[src/rtl/pe_bus_pkg.sv]
// Shared defaults and state type for the PE data-bus arbiter.
package pe_bus_pkg;
  localparam int NUM_PE_DFLT       = 8;
  localparam int BUS_ADDR_LEN_DFLT = 3;
  localparam int MAX_BURST_DFLT    = 4;

  typedef enum logic {
    ST_IDLE = 1'b0,
    ST_XFER = 1'b1
  } arb_state_e;
endpackage

[src/rtl/rr_priority_picker.sv]
// Combinational round-robin picker: first set bit of eligible at or after ptr, wrapping.
module rr_priority_picker #(
  parameter int N  = 8,
  parameter int AW = 3
) (
  input  logic [N-1:0]  eligible,
  input  logic [AW-1:0] ptr,
  output logic [AW-1:0] winner,
  output logic          any
);
  logic [AW-1:0] idx;

  // Scan from the far end back toward ptr so the closest candidate is written last.
  always_comb begin
    winner = '0;
    idx    = '0;
    for (int k = N - 1; k >= 0; k--) begin
      idx = AW'((int'(ptr) + k) % N);
      if (eligible[idx]) winner = idx;
    end
    any = |eligible;
  end
endmodule

[src/rtl/pe_bus_arbiter.sv]
// Shared data-bus arbiter: round-robin source selection with bounded bursts and
// destination back-pressure; every output is registered.
//   state   | meaning
//   ST_IDLE | no owner, bus quiet
//   ST_XFER | owner_q holds the bus, beat_q = beats granted so far (1..MAX_BURST)
module pe_bus_arbiter
  import pe_bus_pkg::*;
#(
  parameter int NUM_PE       = NUM_PE_DFLT,
  parameter int BUS_ADDR_LEN = BUS_ADDR_LEN_DFLT,
  parameter int MAX_BURST    = MAX_BURST_DFLT
) (
  input  logic                           clk,
  input  logic                           reset,
  input  logic [NUM_PE-1:0]              req_valid,
  input  logic [NUM_PE*BUS_ADDR_LEN-1:0] req_addr,
  input  logic [NUM_PE-1:0]              dest_full,
  output logic [NUM_PE-1:0]              wr_grant,
  output logic [NUM_PE-1:0]              rd_enable,
  output logic [BUS_ADDR_LEN-1:0]        bus_addr,
  output logic                           bus_valid,
  output logic [15:0]                    grant_count
);
  localparam int BW = $clog2(MAX_BURST + 1);

  arb_state_e              state_q, state_d;
  logic [BUS_ADDR_LEN-1:0] ptr_q, ptr_d;
  logic [BUS_ADDR_LEN-1:0] owner_q, owner_d;
  logic [BW-1:0]           beat_q, beat_d;
  logic [NUM_PE-1:0]       wr_grant_q, wr_grant_d;
  logic [NUM_PE-1:0]       rd_enable_q, rd_enable_d;
  logic [BUS_ADDR_LEN-1:0] bus_addr_q, bus_addr_d;
  logic                    bus_valid_q, bus_valid_d;
  logic [15:0]             grant_count_q, grant_count_d;

  logic [NUM_PE-1:0]       eligible;
  logic [BUS_ADDR_LEN-1:0] owner_inc, pick_ptr, pick_winner, sel, sel_addr;
  logic                    pick_any, keep, sel_valid;

  always_comb begin
    eligible = '0;
    for (int i = 0; i < NUM_PE; i++)
      eligible[i] = req_valid[i] & ~dest_full[req_addr[i*BUS_ADDR_LEN +: BUS_ADDR_LEN]];
  end

  // On release the search starts just past the outgoing owner, in the same edge.
  assign owner_inc = (int'(owner_q) == NUM_PE - 1) ? '0 : owner_q + 1'b1;
  assign pick_ptr  = (state_q == ST_XFER) ? owner_inc : ptr_q;

  rr_priority_picker #(
    .N  (NUM_PE),
    .AW (BUS_ADDR_LEN)
  ) u_picker (
    .eligible (eligible),
    .ptr      (pick_ptr),
    .winner   (pick_winner),
    .any      (pick_any)
  );

  always_comb begin
    state_d   = state_q;
    ptr_d     = ptr_q;
    owner_d   = owner_q;
    beat_d    = beat_q;
    sel_valid = 1'b0;
    sel       = owner_q;
    keep      = (state_q == ST_XFER) && eligible[owner_q] && (beat_q < BW'(MAX_BURST));
    if (keep) begin
      sel_valid = 1'b1;
      beat_d    = beat_q + 1'b1;
    end else begin
      if (state_q == ST_XFER) ptr_d = owner_inc;
      if (pick_any) begin
        sel_valid = 1'b1;
        sel       = pick_winner;
        owner_d   = pick_winner;
        beat_d    = BW'(1);
        state_d   = ST_XFER;
      end else begin
        state_d = ST_IDLE;
        beat_d  = '0;
      end
    end

    sel_addr      = req_addr[int'(sel)*BUS_ADDR_LEN +: BUS_ADDR_LEN];
    wr_grant_d    = '0;
    rd_enable_d   = '0;
    bus_addr_d    = '0;
    bus_valid_d   = 1'b0;
    grant_count_d = grant_count_q;
    if (sel_valid) begin
      wr_grant_d[sel]       = 1'b1;
      rd_enable_d[sel_addr] = 1'b1;
      bus_addr_d            = sel_addr;
      bus_valid_d           = 1'b1;
      grant_count_d         = grant_count_q + 16'd1;
    end
  end

  always_ff @(posedge clk) begin
    if (reset) begin
      state_q       <= ST_IDLE;
      ptr_q         <= '0;
      owner_q       <= '0;
      beat_q        <= '0;
      wr_grant_q    <= '0;
      rd_enable_q   <= '0;
      bus_addr_q    <= '0;
      bus_valid_q   <= 1'b0;
      grant_count_q <= '0;
    end else begin
      state_q       <= state_d;
      ptr_q         <= ptr_d;
      owner_q       <= owner_d;
      beat_q        <= beat_d;
      wr_grant_q    <= wr_grant_d;
      rd_enable_q   <= rd_enable_d;
      bus_addr_q    <= bus_addr_d;
      bus_valid_q   <= bus_valid_d;
      grant_count_q <= grant_count_d;
    end
  end

  assign wr_grant    = wr_grant_q;
  assign rd_enable   = rd_enable_q;
  assign bus_addr    = bus_addr_q;
  assign bus_valid   = bus_valid_q;
  assign grant_count = grant_count_q;
endmodule

[config.mk]
export PLATFORM = sky130hd
export DESIGN_NAME = pe_bus_arbiter
export DESIGN_NICKNAME = d
export VERILOG_FILES = /design/src/rtl/pe_bus_pkg.sv /design/src/rtl/rr_priority_picker.sv /design/src/rtl/pe_bus_arbiter.sv
export SDC_FILE = /design/constraint.sdc
export NUM_CORES = 1
export LEC_CHECK = 0
export CAP_MARGIN = 20
export CORE_ASPECT_RATIO = 1.4
export CORE_MARGIN = 2
export CORE_UTILIZATION = 25
export DETAILED_ROUTE_END_ITERATION = 12
export PLACE_DENSITY = 0.53
export SLEW_MARGIN = 40
export SYNTH_ARGS = -nofsm -noshare
export SYNTH_HDL_FRONTEND = slang
export SYNTH_HIERARCHICAL = 1
export SYNTH_SLANG_ARGS = --single-unit
[constraint.sdc]
create_clock -name clk -period 7.7 [get_ports clk]
set_input_delay 1.54 -clock clk [delete_from_list [all_inputs] [get_ports clk]]
set_output_delay 1.54 -clock clk [all_outputs]
set_load 0.05 [all_outputs]
# == After elaboration in Yosys (flattened, before gate mapping) ==
# Cells that the tools add are included.
# totals
output_inout_bits,36
ff_bits,46
rom_bits,0
mem_bits_rw,0
mem_count,0
latchBits,0
# op_classes
order_cmp,22
div_mod_pow,0
muxes,55
n_bitwise,17
mul,1
addsub,10
n_eq_ne,1
reduce_logical,6
shift,1
# ops
operator,n
3-bit by 4-bit less-than comparator with 1-bit output (second input constant),19
1-bit binary-select mux with 3-bit select,17
3-bit 2-to-1 mux,13
24-bit by 6-bit indexed part select with 3-bit output,1
1-bit 2-to-1 mux,23
16-bit by 1-bit adder with 16-bit output (second input constant),1
3-bit adder (second input constant),4
3-bit by 1-bit adder with 3-bit output (second input constant),3
1-bit NOT,9
1-bit AND,8
8-bit OR reduction,1
3-bit by 2-bit adder with 3-bit output (second input constant),2
1-bit demux with 3-bit select,2
3-bit by 1-bit >= comparator with 1-bit output (second input constant),2
3-bit by 2-bit multiplier with 5-bit output (second input constant),1
1-bit logical AND,4
3-bit by 1-bit == test with 1-bit output (second input constant),1
3-bit less-than comparator (second input constant),1
2-bit OR reduction,1

# == Longest topological paths before layout ==
# depth
word_depth,22
ltp_mapped,20

# == Cells and area by module ==
# Netlist, hierarchy kept.
# modules_own_cells
mod,area_per_inst_um2,n_inst,cells_per_inst,seq_area_each_um2
pe_bus_arbiter,3478.3,1,386,920.9
rr_priority_picker,792.0,1,85,0.0

# == Worst setup path before layout ==
# No wires, ideal clock.
# synth_path
path_kind,input to register
from,input port req_addr[23]
to,register rd_enable_q[7] (netlist: rd_enable[7])
required_time_ns,7.584
slack_ns,2.145
cell_stages,15
arrival_ns,5.439
path_cell_list,buf_6 > mux2i_1 > mux4_2 > and2_1 > mux4_1 > mux2_4 > o311a_1 > o311a_1 > buf_1 > mux2_2 > nand2_1 > o22ai_1 > o32ai_1 > o2111ai_2 > and4_1
# synth_via
elab_chain_len,22
# synth_rtl
element,line,source
"start, declared",pe_bus_arbiter.sv:16,"input logic [NUM_PE*BUS_ADDR_LEN-1:0] req_addr,"
1-bit binary-select mux with 3-bit select (*),pe_bus_arbiter.sv:43,eligible[i] = req_valid[i] & ~dest_full[req_addr[i*BUS_ADDR_LEN +: BUS_ADDR_LEN]];
1-bit 2-to-1 mux (not written as such) (*),pe_bus_arbiter.sv:43,
1-bit NOT (*),pe_bus_arbiter.sv:43,
1-bit AND (*),pe_bus_arbiter.sv:43,
named net eligible[7],pe_bus_arbiter.sv:36,logic [NUM_PE-1:0] eligible;
1-bit binary-select mux with 3-bit select,rr_priority_picker.sv:19,if (eligible[idx]) winner = idx;
1-bit 2-to-1 mux (not written as such),rr_priority_picker.sv:19,
3-bit 2-to-1 mux (7 in series),rr_priority_picker.sv:19,
3-bit 2-to-1 mux (*),rr_priority_picker.sv:19,
named net pick_winner[0],pe_bus_arbiter.sv:37,"logic [BUS_ADDR_LEN-1:0] owner_inc, pick_ptr, pick_winner, sel, sel_addr;"
3-bit 2-to-1 mux (*) (2 in series),n/a,
3-bit by 2-bit multiplier with 5-bit output (*),pe_bus_arbiter.sv:85,sel_addr = req_addr[int'(sel)*BUS_ADDR_LEN +: BUS_ADDR_LEN];
24-bit by 6-bit indexed part select with 3-bit output (*),pe_bus_arbiter.sv:85,
3-bit by 4-bit less-than comparator with 1-bit output (not written as such) or 3-bit by 1-bit >= comparator with 1-bit output (tied branches),pe_bus_arbiter.sv:93,rd_enable_d[sel_addr] = 1'b1;
1-bit logical AND (not written as such),pe_bus_arbiter.sv:93,
1-bit 2-to-1 mux (not written as such),pe_bus_arbiter.sv:93,
1-bit demux with 3-bit select (*),pe_bus_arbiter.sv:93,
"end signal, assigned",pe_bus_arbiter.sv:117,rd_enable_q <= rd_enable_d;
"end, declared",pe_bus_arbiter.sv:31,"logic [NUM_PE-1:0] rd_enable_q, rd_enable_d;"
# The timed path passes the listed nets; every way through them passes the cells marked *. The select of a mux whose other input is x is not followed.
# A chain may end at the register's enable or synchronous reset.

# == Worst setup path in the final report ==
# layout_path
from,input port req_addr[14]
to,register rd_enable_q[4] (netlist: rd_enable[4])
# Same word-level chain as after synthesis.

==> metrics <==
Resize count post-CTS=0; Min-Delay Path Class=reg -> reg; Final WS setup=997 ps; yosys warns=6; Pins Over Slew Limit=0; DIE HEIGHT=159 um; Worst path slowest cell=clkdlybuf4s50_1; first drt pass iteration count=4; vias=3856; fraction of layout cells with a size suffix above 1=13.4%; sequential-to-total area share from yosys stat=21.6%; drt wl/cell=17.8 um; Bufs and invs on worst path=1; PortBufs=77; num ports=78; Cell Area, Placed=5110 um2; Static Leak=1.96 nW; Tcrit/Tclk final=87.1%; CTS tree=done; Post-synth ARST share=0%; HPWL Detailed=9850 um; clk_skew=4.07 ps; final design area excluding fillers=5290 um2; area occupied by multi-input gates=3080 um2; GRT overflow=0; Seq cells post-synth=46; Critical Path Max Stage Delay=730 ps; clk buf depth=2; Hold Crit Start=beat_q[0]; Routed WL=13000 um; Hold-fix buffers, CTS=0; Crit. Startpoint=req_addr[14]; pwr/cell area=436 nW/um2; Num CTS Buffers=5; Die W=114 um; worst skew pair latency=290 ps; postcts setup bufs=0; count of cell types in the netlist=78; worst r2r src=owner_q[0]; first-pass GRT wire length=20400 um; status=complete, no violations; initial cell density of the core=25.5%; GRT Overall Usage=14.3%; crit path cell chain=clkdlybuf4s50_1 -> mux2i_1 -> mux4_2 -> and2_1 -> mux4_1 -> mux2_4 -> o311a_1 -> o311a_1 -> and2_1 -> nand3_1 -> a21boi_0 -> o32ai_1 -> nand4_2 -> nor4b_1; crit path launch type=primary input; Core Region=16700 um2; critical setup path kind=in -> reg; crit-path max FO=14; Setup crit end kind=register; final setup vio count=0; RSZ-0062 raised after global routing=no; predominant post-synthesis flop cell=dfxtp_1; largest net degree at the start of global routing=36; worst vdd ir=0.193 mV; vias per cell=5.30; worst slew pin tran=819 ps; Final ANT Viol Nets=0; Post-Syn Nets=519; # rows=56; DRC Markers=0; nets=571; root buffer cell=clkbuf_16; Post-Synthesis Cell Area=4270 um2; Max Freq=149 MHz; syn_area_per_cell=9.07 um2; Sequential Area=921 um2; Final GP Congestion=0.853; post-route minimum period=6700 ps; final hold vios=0; vias in the first global route=3835; Post-synth EDFFs=0; required time of the worst setup path=7880 ps; H-tree levels=2; ant diodes=0; filler cell count=1728; 1st-iter DRT viols=189; TNS Setup=0 ps; Num Clock Sinks=46; WP data arrival=6880 ps; Slew HR=45.4%; total die area=18200 um2; Clock transition at path regs=70 ps; antenna violations before repair=0; total power=2.30 mW; Mapped Cells=471; max-cap violations=0; area delta synth->final=23.8%; Post-Place Worst Slack=704 ps; crit-path leading delay family=multiplexers
==> synth_stat cells (4+ instances only) <==
master    number  share of area (%)
nand2_1       31                2.7
dfxtp_1       46                 22
buf_6          5                1.3
mux2_2        17                4.5
o21ai_0       10                1.2
a22oi_1        6                1.1
nor2_1        49                4.3
and2_1         9                1.3
buf_2         14                1.6
o32ai_1       10                2.1
ha_1           6                1.8
a21boi_0      17                3.0
xor2_1        11                2.3
o22ai_1       14                2.1
inv_1         16                1.4
a21boi_1       6                1.1
mux4_2        14                7.4
mux2i_1       49                 11
xnor2_1        5                1.0
clkbuf_1       9               0.79
nand3_1       10                1.2
nor2b_1        5               0.73
buf_4          4               0.70
a21oi_1       20                2.3
==> worst paths after layout <==
kind | end | slack [ps] | cells past startpoint
worst min-delay path | beat_q[0] | 460 | 1
worst max register to register | rd_enable[4] | 1980 | 17
worst min register to register | beat_q[0] | 460 | 1
worst max-delay path | rd_enable[4] | 1000 | 14
==> registers in the layout (all words and copies together) (netlist names) <==
register,count
state_q,1
bus_valid,1
wr_grant,8
beat_q,3
rd_enable,8
owner_q,3
grant_count,16
ptr_q,3
bus_addr,3
==> cell type report <==
cell class	instances	share of cell area, %
clock buffers	5	2.37
clock inverters	3	0.923
inverters	16	1.14
multi-input cells	373	58.2
flip-flops and latches	46	17.4
well taps	203	4.80
repair buffers	81	15.1
==> power breakdown <==
part           switching (mW)  internal, mW
sequential             0.0241         0.287
combinational            1.02         0.724
clock                  0.0950         0.155
==> per-layer routing <==
metal | vias up | track usage, % | wire [um] | part of all wire, %
li1 | 1866 | - | - | -
met1 | 1862 | 17.5 | 5410 | 42
met2 | 103 | 25.6 | 6620 | 51
met3 | 25 | 2.13 | 635 | 4.9
met4 | 0 | 4.24 | 304 | 2.3
met5 | - | 0 | 0 | 0
==> metrics by stage <==
stage,hold slack (ps),instances,util [%]
2_1_floorplan,415,471,-
3_3_place_gp,423,719,30.5
3_5_place_dp,449,719,30.5
4_1_cts,458,727,31.6
5_1_grt,478,727,31.6
6_report,460,727,31.6
==> cell usage in the layout (no fill, tap or decap), types with 9 or more instances in the layout <==
master and instances:
o21ai_0 10, and2_1 9, o32ai_1 10, nand2_1 31, o22ai_1 14, clkdlybuf4s50_1 77
xor2_1 11, a21boi_0 17, nand3_1 10, a21oi_1 20, mux2i_1 49, mux4_2 14
nor2_1 49, inv_1 16, mux2_2 17, dfxtp_1 46
==> cell families after synthesis <==
family	count (synthesis)	share of synthesized area, %
DFF	46	21.6
muxes	88	26.8
and+or+nand+nor	145	18.8
buffers and inverters	52	6.33
adders and majority gates	6	1.76
AOI/OAI and AO/OA	118	21.5
xor gates and xnor gates	16	3.28
Power figures use the tool's default switching activity.
